## config.mk

```make
export PLATFORM = sky130hd
export DESIGN_NAME = fsum_pack
export DESIGN_NICKNAME = d
export VERILOG_FILES = /design/src/rtl/fsum_pack.sv
export SDC_FILE = /design/constraint.sdc
export NUM_CORES = 1
export LEC_CHECK = 0
export ABC_AREA = 1
export BUFFER_PORTS_ARGS = -buffer_cell sky130_fd_sc_hd__buf_2
export CORE_UTILIZATION = 25
export CTS_CLUSTER_SIZE = 30
export DETAILED_ROUTE_END_ITERATION = 7
export SLEW_MARGIN = 25
export SYNTH_ARGS = -nofsm -noshare
export SYNTH_HDL_FRONTEND = slang
export SYNTH_SLANG_ARGS = --single-unit
```

## constraint.sdc

```tcl
create_clock -name clk -period 2.2 [get_ports clk]
set_input_delay 0.66 -clock clk [delete_from_list [all_inputs] [get_ports clk]]
set_output_delay 0.66 -clock clk [all_outputs]
set_load 0.02 [all_outputs]
```

## src/rtl/fsum_pack.sv

```systemverilog
// Output packer for the full-sum accumulator: optional ReLU on each fp16 result,
// packs up to BURST_LEN results into one wide word, with one-word skid while the FIFO stalls.
module fsum_pack #(
  parameter int DATA_W    = 16,
  parameter int BURST_LEN = 8
) (
  input  logic                        clk,
  input  logic                        rst,
  input  logic                        relu_en,
  input  logic [DATA_W-1:0]           in_data,
  input  logic                        in_valid,
  input  logic                        in_last,
  output logic                        in_ready,
  output logic [DATA_W*BURST_LEN-1:0] out_data,
  output logic [BURST_LEN-1:0]        out_mask,
  output logic                        out_valid,
  input  logic                        out_ready,
  output logic                        drop_err,
  output logic [15:0]                 words_out
);

  localparam int OUT_W = DATA_W * BURST_LEN;
  localparam int CNT_W = (BURST_LEN > 1) ? $clog2(BURST_LEN) : 1;

  typedef enum logic {FILL, PEND} state_t;

  state_t               state_q, state_d;
  logic [CNT_W-1:0]     count_q, count_d;
  logic [OUT_W-1:0]     fill_q, fill_d;
  logic [BURST_LEN-1:0] pendMask_q, pendMask_d;
  logic [OUT_W-1:0]     outData_q, outData_d;
  logic [BURST_LEN-1:0] outMask_q, outMask_d;
  logic                 outValid_q, outValid_d;
  logic                 dropErr_q, dropErr_d;
  logic [15:0]          wordsOut_q, wordsOut_d;

  logic [DATA_W-1:0]    laneVal;
  logic [OUT_W-1:0]     newWord;
  logic [BURST_LEN-1:0] newMask;
  logic                 accept, handoff, complete;

  assign in_ready  = (state_q == FILL);
  assign out_data  = outData_q;
  assign out_mask  = outMask_q;
  assign out_valid = outValid_q;
  assign drop_err  = dropErr_q;
  assign words_out = wordsOut_q;

  // In PEND the fill register itself holds the frozen word, so no second word buffer is needed.
  always_comb begin
    state_d    = state_q;
    count_d    = count_q;
    fill_d     = fill_q;
    pendMask_d = pendMask_q;
    outData_d  = outData_q;
    outMask_d  = outMask_q;
    outValid_d = outValid_q;
    dropErr_d  = dropErr_q;
    wordsOut_d = wordsOut_q;

    laneVal  = (relu_en && in_data[DATA_W-1]) ? '0 : in_data;
    accept   = in_valid && (state_q == FILL);
    handoff  = outValid_q && out_ready;
    complete = accept && (in_last || (count_q == CNT_W'(BURST_LEN - 1)));

    newWord = fill_q;
    newWord[int'(count_q)*DATA_W +: DATA_W] = laneVal;
    for (int k = 0; k < BURST_LEN; k++) begin
      newMask[k] = (k <= int'(count_q));
    end

    if (handoff) begin
      outValid_d = 1'b0;
      wordsOut_d = wordsOut_q + 16'd1;
    end

    if (in_valid && (state_q != FILL)) begin
      dropErr_d = 1'b1;
    end

    case (state_q)
      FILL: begin
        if (accept) begin
          if (!complete) begin
            fill_d  = newWord;
            count_d = count_q + CNT_W'(1);
          end else if (!outValid_q || handoff) begin
            outData_d  = newWord;
            outMask_d  = newMask;
            outValid_d = 1'b1;
            fill_d     = '0;
            count_d    = '0;
          end else begin
            fill_d     = newWord;
            pendMask_d = newMask;
            state_d    = PEND;
          end
        end
      end
      PEND: begin
        if (handoff) begin
          outData_d  = fill_q;
          outMask_d  = pendMask_q;
          outValid_d = 1'b1;
          fill_d     = '0;
          count_d    = '0;
          state_d    = FILL;
        end
      end
      default: state_d = FILL;
    endcase
  end

  always_ff @(posedge clk) begin
    if (rst) begin
      state_q    <= FILL;
      count_q    <= '0;
      fill_q     <= '0;
      pendMask_q <= '0;
      outData_q  <= '0;
      outMask_q  <= '0;
      outValid_q <= 1'b0;
      dropErr_q  <= 1'b0;
      wordsOut_q <= '0;
    end else begin
      state_q    <= state_d;
      count_q    <= count_d;
      fill_q     <= fill_d;
      pendMask_q <= pendMask_d;
      outData_q  <= outData_d;
      outMask_q  <= outMask_d;
      outValid_q <= outValid_d;
      dropErr_q  <= dropErr_d;
      wordsOut_q <= wordsOut_d;
    end
  end

endmodule
```

* Yosys cells after proc, flatten, opt, wreduce, memory -nomap -nowiden
Index checks and enable logic that the tools add are counted.
Widths: inputs -> output; s select.
** Storage, ports and cells
- Flip-flop bits (word level) :: 294
- Bits in latches :: 0
- Bits in writable memories :: 0
- Bits in read-only memories :: 0
- Bits of input ports :: 22
- Word-level logic and storage cells :: 74
- Memories kept :: 0
** Cells by class
- Add/sub/neg operators :: 3
- $mul :: 0
- Divide/modulo/power cells :: 0
- Magnitude comparators :: 7
- Eq/ne operators :: 6
- Shift-type cells :: 2
- Mux-type cells :: 33
- Bitwise operators :: 2
- Reductions and logical operators :: 12
** Operator list (count)
- $mux 128 :: 8
- $pmux 128 s2 :: 2
- $bwmux 128 :: 1
- $shift 16x33->128 const A :: 1
- $shiftx 16x33->128 :: 1
- $neg 7->33 :: 1
- $mux 8 :: 4
- $add 16x1->16 const B :: 1
- $mux 16 :: 1
- $pmux 8 s2 :: 1
- $le 3x3->1 const A :: 4
- $mux 3 :: 4
- $mux 1 :: 9
- $ne 2x1->1 const B :: 4
- $reduce_and 4->1 :: 2
- $le 2x3->1 const A :: 2
- $pmux 3 s2 :: 1
- $logic_and 1x1->1 :: 5
- $pmux 1 s2 :: 2
- $add 3x1->3 const B :: 1
- $eq 3x3->1 const B :: 1
- $le 1x3->1 const A :: 1
- $ne 3x2->1 const B :: 1
- $reduce_and 3->1 :: 1
- 4 further kinds :: 6

* Longest topological paths before layout
Gate-level depths: netlist of the first run.
- Word-level depth :: 8
- Depth in mapped cells :: 14
- Gate-level depth less buffers :: 11

* Worst setup path after synthesis of the first run
OpenSTA, ideal clock, no wires.
- Kind :: register -> register
- From :: register count_q[0]
- To :: register fill_q[70]
- Library setup time :: 132 ps
- Arrival :: 2035 ps
- Path slack :: 33 ps
- Stages on the path, launching flop included :: 14
- Buffers on the path :: 3
- Cells stage by stage :: dfxtp_1 buf_6 inv_2 ha_1 ha_1 buf_2 nand2_1 nor3_4 nand2_2 buf_2 nand2_1 nand2_1 nand2_1 a21oi_1
** On the way
- Cells in the longest elaborated chain, start to end :: 7
** Ends and longest elaborated chain
- start, declared :: RTL line 28 : logic [CNT_W-1:0] count_q, count_d;
- start signal, assigned :: RTL line 127 : count_q <= count_d;
- $neg 7->33 :: RTL line 67 : newWord[int'(count_q)*DATA_W +: DATA_W] = laneVal;
- $shiftx 16x33->128 or $shift 16x33->128 (tied branches) :: RTL line 67
- $bwmux 128 :: RTL line 67
- $mux 128 :: RTL line 87 : end else if (!outValid_q || handoff) begin
- $mux 128 (*) :: RTL line 84 : if (!complete) begin
- $mux 128 (*) :: RTL line 83 : if (accept) begin
- $pmux 128 s2 (*) :: RTL line 81 : case (state_q)
- end signal, assigned :: RTL line 128 : fill_q <= fill_d;
- end, declared :: RTL line 29 : logic [OUT_W-1:0] fill_q, fill_d;
Every way passes the cells marked *; elsewhere a longest branch is shown, timed or not. The select of a mux whose other input is x is not followed.
A chain may end at the register's enable or synchronous reset.

* Worst setup path after layout of the first run
- From :: register count_q[0]
- To :: register outData_q[16], in the netlist out_data[16]
** On the way
- Cells in the longest elaborated chain, start to end :: 7
** Ends and longest elaborated chain
- $neg 7->33 :: RTL line 67
- $shiftx 16x33->128 or $shift 16x33->128 (tied branches) :: RTL line 67
- $bwmux 128 :: RTL line 67
- $mux 128 :: RTL line 87
- $mux 128 :: RTL line 84
- $mux 128 :: RTL line 83
- $pmux 128 s2 :: RTL line 81
- end signal, assigned :: RTL line 130 : outData_q <= outData_d;
- end, declared :: RTL line 31 : logic [OUT_W-1:0] outData_q, outData_d;
Parallel ways exist; a longest one is shown, timed or not. The select of a mux whose other input is x is not followed.

==> results.cfg, run 1 <==
[sta]
min_period_ns = 2.074
holdWs_ns = 0.4009
max_freq_ghz = 0.4822
fin_crit_sh_pct = 94.27
worst_slack_ns = 0.1260
setup_viol = 0
clock_skew_ns = 0.01507
hold_violations = 0
max_slew_margin_pct = 30.31
maxSlewViolCount = 0
tightestPinTransition_ns = 1.045

[clock_network]
clkTransAtPathRegs_ns = 0.06
cts.htree.levels = 2
cts_tree = done
cts_max_path_buffers = 3
cts_buffers = 35
insertion_delay_ns = 0.55
ctsRootBufferMaster = clkbuf_16
numClockSinks = 294

[power]
peakVddDrop_uv = 483.6
power_density_mw_per_mm2 = 731.7
total_leakage_power_nw = 7.736

[status]
status = completed

[routing]
routed_wl_microns = 50300
antenna_left = 0
drc = 0
vias = 14460
drtIter0Drc = 994
wire_per_inst_microns = 15.82
via_per_inst = 4.549
first_pass_iters = 5

[setup_path]
worstReg2RegEnd = out_data[16]$_SDFFE_PP0P_
cp_num_cells = 11
regToRegStartpoint = count_q[0]$_SDFFE_PP0P_
slowest_delay_ns = 0.36
startpoint = count_q[0]$_SDFFE_PP0P_
cp.required_ns = 2.67
crit_buf_inv = 3
arrival_ns = 2.55
path_common_cell = nand2_1
cp_max_fo = 15
crit_chain = inv_2 -> ha_2 -> ha_2 -> inv_2 -> buf_12 -> nand4_1 -> nor2_1 -> nand2_1 -> nand2_1 -> nand2_1 -> a21oi_1
cp-endpoint = out_data[16]$_SDFFE_PP0P_
worstSetupEndpointType = flip-flop
cp_slowest_cell = dfxtp_2
critical_path.top_delay_family = simple AND/OR/NAND/NOR gates
ff2ff_setup_slack_ns = 0.13
r2r_cells = 11
path_class = reg -> reg
cp-start-kind = flip-flop

[final_layout]
final_util_pct = 30.88
final_area_sq_mm = 0.01751
synthToLayoutAreaGrowth_pct = 21.23
nets = 2430
final_common_cell = nand2_1
drive_gt1_share_pct = 14.30
final_cell_mix = nand2_1 (978), a21oi_1 (413), dfxtp_1 (291)

[floorplanning]
initial_core_util_pct = 25.47
rows = 87
die_area_sq_mm = 0.05874
io_pins = 177
die_w_microns = 242.4
die_h_microns = 242.4
coreArea_sq_mm = 0.05671

[global_routing]
grt_pass1_wl_microns = 77350
track_usage_pct = 16.59
grt_max_degree = 147
antenna_found_initial = 5
grt-ovfl-total = 0
grt_pass1_vias = 13270

[logic_synthesis]
syn_area_sq_mm = 0.01444
yosysTopAreaCell = dfxtp_1
postSynthAreaPerCell_sq_um = 6.391
syn_nets = 2291
ys_seq_elements = 294
synthArstFlopShare_pct = 0
ys.flop_type = dfxtp_1
synth_cell_type_count = 33
synth_edf_count = 0
seq_area_frac_synth_pct = 40.75
syn_inst = 2260
yosys.area.top_type_share_pct = 40.75
yosys_warnings = 0
synth.area.top_cells = dfxtp_1 (41%), nand2_1 (25%), a21oi_1 (14%), inv_1 (4.2%), nor2_1 (2.0%)

[placement]
dp_slack_ns = -0.05512
placed_area_sq_mm = 0.01634
gp_congestion = 0.9086
place_hpwl_microns = 33510
port_buffers = 176

[run]
cap_violations = 0

[min_path]
hold_class = in -> reg
-- layer usage --
metal / global-route usage (%) / part of all wire [%] / routed length (microns) / vias to the layer above
li1: - / - / - / 7403
met1: 21.23 / 43 / 21530 / 6571
met2: 27.15 / 46 / 23220 / 414
met3: 4.464 / 8.9 / 4476 / 64
met4: 4.728 / 2.0 / 1020 / 8
met5: 0 / 0.084 / 42 / -
-- synthesized netlist by cell type, types with 8 or more instances --
master / count
a21oi_1: 415
buf_1: 12
buf_2: 56
buf_4: 8
buf_6: 19
clkbuf_1: 60
dfxtp_1: 294
ha_1: 9
inv_1: 161
inv_2: 9
nand2_1: 980
nand3_1: 45
nand4_1: 17
nor2_1: 77
o21ai_0: 51
o21ai_1: 19
-- metrics by stage --
stage / total power [mW] / std cells / TNS (ns)
detailed placement: 7.419 / 3112 / -1.208
finish: 12.81 / 3179 / 0
global placement: 7.419 / 3112 / 0
CTS: 12.90 / 3169 / 0
global route: 13.34 / 3175 / -0.001926
floorplan: 6.765 / 2260 / 0
-- layout make-up --
| cell class | count | area (sq um) |
|---|---|---|
| antenna | 4 | 10.01 |
| clock buffer | 50 | 982.2 |
| multi-input combinational | 1642 | 7176 |
| fill | 6278 | 39200 |
| sequential | 294 | 5892 |
| timing repair buffer | 255 | 1805 |
| inverter | 171 | 648.1 |
| tap | 756 | 945.9 |
| clock inverter | 7 | 51.30 |
-- state kept, by name, summed over array words and instances, names as in the netlist --
signal,cells
pendMask_q,8
out_data,128
fill_q,128
out_valid,1
words_out,16
out_mask,8
state_q,1
count_q,3
drop_err,1
-- worst min-delay path by stage --
stage | from | to | slack [ns] | depth (start not counted)
4_1_cts | in_valid | drop_err$_SDFFE_PP0P_ | 0.38 | 3
5_1_grt | in_valid | drop_err$_SDFFE_PP0P_ | 0.41 | 3
2_1_floorplan | pendMask_q[0]$_SDFFE_PP0P_ | pendMask_q[0]$_SDFFE_PP0P_ | 0.44 | 2
3_3_place_gp | out_mask[0]$_SDFFE_PP0P_ | out_mask[0]$_SDFFE_PP0P_ | 0.44 | 2
6_report | in_valid | drop_err$_SDFFE_PP0P_ | 0.40 | 3
3_5_place_dp | out_mask[0]$_SDFFE_PP0P_ | out_mask[0]$_SDFFE_PP0P_ | 0.45 | 2
-- tightest hold or removal path: cells and delay by family --
family / cells / cell delay [ns]
buffers and inverters: 1 / 0.10
AOI/OAI and AO/OA: 1 / 0.06
and+or+nand+nor: 1 / 0.07
-- cells by family (layout without fill, tap and decap cells) --
logic type      after synthesis  in the layout  share of synthesized area (%)
fa+ha+maj                     9              9                         0.7796
simple gates               1139           1141                          31.14
other cells                   0              4                              0
buf+inv                     326            483                          10.15
compound gates              491            491                          17.12
xor+xnor                      1              1                        0.06065
flops                       294            294                          40.75
-- what timing repair did --
action,CTS,global route
cloned,0,3
resized for setup,3,18
pin swaps,1,6
setup endpoints to repair,33,199
hold buffers,0,0
endpoints found under the hold margin,0,0
setup buffers,0,3
-- power breakdown --
group	internal, mW	total [mW]	switching, mW	leakage, nW
clock	3.10	5.47	2.36	0.501
combinational	0.555	1.77	1.21	4.85
sequential	5.49	5.58	0.0943	2.39
total	9.14	12.8	3.67	7.74
(Power assumes the default switching activity.)
==> run 2, diff against run 1 <==
- ABC_AREA: 1 -> not set
==> run 2 against run 1 <==
Net effect: largest power group unchanged; the run now ends with design-rule violations, negative setup slack left; critical endpoint is now out_data[68]$_SDFFE_PP0P_; area after synthesis down 17%; sequential cell count stayed put; sequential power barely moved; clock power is 0.9% higher; critical path type unchanged; worst hold slack improved by 0.051 ns; count of clock-buffer cells in the layout is 2 lower; first-iteration DRC count is 5.0% lower; setup slack lost 0.21 ns; wire length down 14%; synthesized cell count shrank 41%; cell area fell by 12%.
==> results.cfg, run 2 <==
[setup_path]
cp_max_fo = 8
cp_slowest_cell = or4b_4
slowest_delay_ns = 0.50
cp_num_cells = 9
crit_chain = inv_2 -> ha_4 -> ha_4 -> or4b_4 -> nor3_4 -> buf_12 -> buf_12 -> mux2i_1 -> a21oi_1
r2r_cells = 9
worstSetupEndpointType = flip-flop
crit_buf_inv = 3
critical_path.top_delay_family = simple AND/OR/NAND/NOR gates
arrival_ns = 2.68
cp-start-kind = flip-flop
path_class = reg -> reg
cp.required_ns = 2.60
ff2ff_setup_slack_ns = -0.08

[clock_network]
insertion_delay_ns = 0.53
clkTransAtPathRegs_ns = 0.06
numClockSinks = 294
cts_tree = done
cts_buffers = 34
cts_max_path_buffers = 3
cts.htree.levels = 2
ctsRootBufferMaster = clkbuf_16

[sta]
min_period_ns = 2.281
maxSlewViolCount = 0
rsz0062_at_grt = yes
tightestPinTransition_ns = 0.6301
worst_slack_ns = -0.08107
tns_ns = -0.7270
hold_violations = 0
max_slew_margin_pct = 57.87
setup_viol = 36
max_freq_ghz = 0.4384
fin_crit_sh_pct = 103.7
clock_skew_ns = 0.02392

[logic_synthesis]
synthArstFlopShare_pct = 0
synth_mux_area_share_pct = 3.204
synth_cell_type_count = 56
synth_compound_area_share_pct = 27.30
synth_top_family_by_area = compound AO/OA/AOI/OAI gates
synth.most_common_cell = dfxtp_1
postSynthAreaPerCell_sq_um = 8.986
synth.area.top_cells = dfxtp_1 (49%), a21oi_1 (8.8%), a32o_1 (7.3%), o21ai_0 (5.5%), nand3_1 (4.1%)
syn_nets = 1361
synth_common_cells = dfxtp_1 (294), a21oi_1 (209), o21ai_0 (132), clkbuf_1 (104), nand3_1 (97)
ys_seq_elements = 294
synth-xor-area-share_pct = 0.7328
synthAdderAreaFrac_pct = 0.9422
yosys_warnings = 0
yosys.area.top_type_share_pct = 49.25
ys.flop_type = dfxtp_1
yosysTopAreaCell = dfxtp_1
synth-simple-area-share_pct = 13.68
seq_area_frac_synth_pct = 49.25
syn_inst = 1330
syn_area_sq_mm = 0.01195
synth_edf_count = 0

[power]
power_density_mw_per_mm2 = 816.5
peakVddDrop_uv = 408.3
swShare_pct = 26.76
internal_power_mw = 9.169
p_switching_mw = 3.350
pwr-share-seq_pct = 44.8
power_frac_clock_pct = 44.1
p_total_mw = 12.52
pwr-share-comb_pct = 11.1
total_leakage_power_nw = 5.873

[global_routing]
grt_busiest_layer = met2
grt_pass1_wl_microns = 63310
grt_max_degree = 89
met2_usage_pct = 25.84
gr-usage-met1_pct = 22.71
grt-ovfl-total = 0
antenna_found_initial = 1
use_met3_pct = 4.715
grt_pass1_vias = 10470
track_usage_pct = 16.98

[routing]
antenna_left = 0
drc = 8
via_per_inst = 5.223
vias = 11170
wire_per_inst_microns = 20.26
first_pass_iters = 8
drtIter0Drc = 944
routed_wl_microns = 43330

[placement]
port_buffers = 176
place_hpwl_microns = 27990
placedCellCount = 2065
gp_congestion = 0.8309

[final_layout]
drive_gt1_share_pct = 23.69
final_common_cell = dfxtp_1
nets = 1539
layoutNonFillerInstCount = 2139
final_cell_mix = dfxtp_1 (291), a21oi_1 (209), buf_2 (176)
fillers = 4844
num_antenna_cells = 0
final_util_pct = 32.72
synthToLayoutAreaGrowth_pct = 28.29

[floorplanning]
die_area_sq_mm = 0.04868
io_pins = 177
initial_core_util_pct = 25.51
die_h_microns = 220.6
coreArea_sq_mm = 0.04685
die_w_microns = 220.6
rows = 79

[run]
cap_violations = 0

[min_path]
hold_class = reg -> reg
holdPathStages = 2

[status]
status = complete, but fails checks
failed_checks = design-rule violations, negative setup slack
[run 2: final timing paths]
path | start | to
setup / recovery | count_q[1]$_SDFFE_PP0P_ | out_data[68]$_SDFFE_PP0P_
hold / removal | out_mask[2]$_SDFFE_PP0P_ | out_mask[2]$_SDFFE_PP0P_
setup reg to reg | count_q[1]$_SDFFE_PP0P_ | out_data[68]$_SDFFE_PP0P_
hold reg to reg | out_mask[2]$_SDFFE_PP0P_ | out_mask[2]$_SDFFE_PP0P_
[run 2: cells by family after synthesis]
| kind of cell | count (synthesis) |
|---|---|
| AO/OA/AOI/OAI | 514 |
| AND/OR/NAND/NOR | 325 |
| flip-flops | 294 |
| buffers and inverters | 140 |
| multiplexers | 38 |
| XOR/XNOR | 10 |
| adder cells (fa/ha/maj) | 9 |
[run 2: per-layer routing]
| metal | vias to the layer above | part of all wire (%) |
|---|---|---|
| li1 | 5271 | - |
| met2 | 372 | 45 |
| met1 | 5457 | 44 |
| met4 | 0 | 3.0 |
| met3 | 73 | 8.3 |
| met5 | - | 0 |
[run 2: worst reg2reg max path, stage by stage, from the launching register on]
cell	delay (ns)
dfxtp_2	0.35
inv_2	0.06
ha_4	0.17
ha_4	0.26
or4b_4	0.50
nor3_4	0.22
buf_12	0.15
buf_12	0.13
mux2i_1	0.23
a21oi_1	0.09
[run 2: per-stage QoR]
stage | cell area, sq um | hold slack (ns) | setup WS, ns
4_1_cts | 15170 | 0.4416 | -0.04037
6_report | 15330 | 0.4521 | -0.08107
2_1_floorplan | 12020 | 0.4317 | -0.3105
3_5_place_dp | 14000 | 0.4509 | -0.09183
3_3_place_gp | 14000 | 0.4459 | -0.03445
5_1_grt | 15330 | 0.4729 | -0.1386
[run 2: power groups by stage]
| stage | registers [mW] | clock network, mW | logic, mW |
|---|---|---|---|
| 6_report | 5.61 | 5.52 | 1.39 |
| 5_1_grt | 5.62 | 5.89 | 1.51 |
| 4_1_cts | 5.61 | 5.66 | 1.37 |
| 3_5_place_dp | 5.72 | 0 | 1.36 |
| 3_3_place_gp | 5.72 | 0 | 1.35 |
| 2_1_floorplan | 5.89 | 0 | 0.590 |
[run 2: area by class of cell]
cell class                      instances  area, sq um  share of cell area (%)
Sequential cell                       294         5892                   38.43
Multi-Input combinational cell        897         5612                   36.60
Timing Repair Buffer                  275         1958                   12.77
Clock buffer                           48        973.4                   6.349
Tap cell                              607        759.5                   4.953
Clock inverter                         12        111.4                  0.7263
Inverter                                6        26.28                  0.1714
[run 2: what timing repair did]
action | CTS | global route
pin swaps | 3 | 20
hold buffers | 0 | 0
setup endpoints to repair | 40 | 147
resized for setup | 7 | 8
gates cloned | 1 | 4
buffers inserted | 4 | 6
==> run 3, diff against run 2 <==
==> constraint.sdc (replaced) <==
create_clock -name clk -period 2.2 [get_ports clk]
set_input_delay 0.11 -clock clk [delete_from_list [all_inputs] [get_ports clk]]
set_output_delay 0.11 -clock clk [all_outputs]
set_load 0.02 [all_outputs]
==> run 3 against run 2 <==
Net effect: the run still ends with design-rule violations, negative setup slack left; sequential share of layout area increased by 0.15 points; cell area is 0.38% lower; sequential power about the same; first-iteration DRC count increased by 5.9%; non-clock buffer count shrank 11; critical path type unchanged; largest power group is now the clock network; highest routed layer unchanged.
==> results.cfg, run 3 (same netlist as run 2, synthesis figures left out) <==
[status]
status = complete, but fails checks
failed_checks = design-rule violations, negative setup slack

[routing]
vias = 11210
drtIter0Drc = 1000
via_per_inst = 5.268
first_pass_iters = 8
routed_wl_microns = 42960
drc = 16
antenna_left = 0
wire_per_inst_microns = 20.20

[clock_network]
clkTransAtPathRegs_ns = 0.06
ctsRootBufferMaster = clkbuf_16
cts_tree = done
cts_max_path_buffers = 3
cts.htree.levels = 2
insertion_delay_ns = 0.53
numClockSinks = 294
cts_buffers = 34

[power]
internal_power_mw = 9.335
total_leakage_power_nw = 5.798
swShare_pct = 26.03
power_frac_clock_pct = 44.5
pwr-share-seq_pct = 44.4
power_density_mw_per_mm2 = 826.2
peakVddDrop_uv = 423.8
pwr-share-comb_pct = 11.1
p_switching_mw = 3.285

[setup_path]
path_class = reg -> reg
critical_path.top_delay_family = simple AND/OR/NAND/NOR gates
cp.required_ns = 2.61
crit_chain = inv_4 -> ha_4 -> ha_4 -> or4b_4 -> nor3_4 -> buf_6 -> mux2i_1 -> a21oi_1
path_common_cell = ha_4
cp_slowest_cell = or4b_4
worstSetupEndpointType = flip-flop
crit_buf_inv = 2
slowest_delay_ns = 0.50
cp_max_fo = 8
cp-start-kind = flip-flop
arrival_ns = 2.63

[floorplanning]
initial_core_util_pct = 25.51
io_pins = 177
die_area_sq_mm = 0.04868
die_h_microns = 220.6
die_w_microns = 220.6
rows = 79
coreArea_sq_mm = 0.04685

[sta]
worst_slack_ns = -0.01744
max_slew_margin_pct = 42.35
min_period_ns = 2.217
tns_ns = -0.06188
setup_viol = 7
clock_skew_ns = 0.03084
tightestPinTransition_ns = 0.8574
hold_violations = 0
max_freq_ghz = 0.4510
rsz0062_at_grt = yes
fin_crit_sh_pct = 100.8
maxSlewViolCount = 0

[final_layout]
synthToLayoutAreaGrowth_pct = 27.81
final_common_cell = dfxtp_1
final_cell_mix = dfxtp_1 (292), a21oi_1 (209), buf_2 (176)
fillers = 4883
drive_gt1_share_pct = 23.50
layoutNonFillerInstCount = 2127
nets = 1527

[placement]
place_hpwl_microns = 27300
placedCellCount = 2056
port_buffers = 176
gp_congestion = 0.8122
dp_slack_ns = -0.2404

[global_routing]
track_usage_pct = 16.92
grt-ovfl-total = 0
grt_pass1_wl_microns = 63330
grt_pass1_vias = 10650
grt_max_degree = 118
antenna_found_initial = 0

[min_path]
hold_class = in -> reg

[run]
cap_violations = 0
run 3: cell count changes in the layout (fill, tap and decap cells not counted), moves of 3 or more:
cell and change:
buf_4 -7, nor2b_4 +3, mux2i_1 -8, clkbuf_1 +5, mux2i_2 +6, clkinv_2 -4
nor2b_1 -3
run 3: path summary, 6_finish.rpt:
check	end	cells after the start	slack, ns	start
worst max-delay path	out_data[76]$_SDFFE_PP0P_	8	-0.02	count_q[1]$_SDFFE_PP0P_
worst min-delay path	out_valid$_SDFF_PP0_	4	0.04	in_last
worst max register to register	out_data[76]$_SDFFE_PP0P_	8	-0.02	count_q[1]$_SDFFE_PP0P_
worst min register to register	out_mask[2]$_SDFFE_PP0P_	2	0.45	out_mask[2]$_SDFFE_PP0P_
run 3: routing by layer:
metal  part of all wire [%]  up-vias  track usage, %
li1                       -     5262               -
met1                     44     5525           22.11
met2                     45      340           26.36
met3                    7.7       79           4.605
met4                    3.5        0           6.530
met5                      0        -               0
run 3: layout make-up:
class	instances	area, sq um	area share, %
diodes	1	2.502	0.01638
clock buffers	54	1017	6.660
clock inverters	5	78.83	0.5161
inverters	6	28.78	0.1884
multi-input cells	896	5692	37.26
flip-flops and latches	294	5893	38.58
well taps	607	759.5	4.972
repair buffers	264	1803	11.80
run 3: power groups by stage:
stage               Clock [mW]  Sequential, mW  Combinational [mW]
finish                    5.62            5.60                1.40
global route              5.95            5.62                1.52
floorplan                    0            5.89               0.590
CTS                       5.72            5.61                1.36
detailed placement           0            5.72                1.34
global placement             0            5.71                1.33
run 3: what timing repair did:
| item | CTS | global route |
|---|---|---|
| gates cloned | 1 | 1 |
| endpoints found under the hold margin | 1 | 0 |
| endpoints found under the setup margin | 111 | 209 |
| gates resized for setup | 15 | 29 |
| pin swaps | 4 | 13 |
| buffers inserted | 5 | 4 |
| hold buffers | 1 | 0 |
run 3: per-stage QoR:
step	total power, mW	hold WS, ns	util (%)	area [sq um]
2_1_floorplan	6.484	0.2547	-	12020
3_3_place_gp	7.048	0.4471	29.65	13890
3_5_place_dp	7.064	0.4506	29.66	13900
4_1_cts	12.68	0.01540	32.28	15120
5_1_grt	13.08	0.06985	32.60	15270
6_report	12.62	0.04207	32.60	15270
run 3: worst min-delay path: cells and delay by family:
kind / cells / cell delay, ns
AND/OR/NAND/NOR: 2 / 0.21
buffers and inverters: 1 / 0.11
AO/OA/AOI/OAI: 1 / 0.07
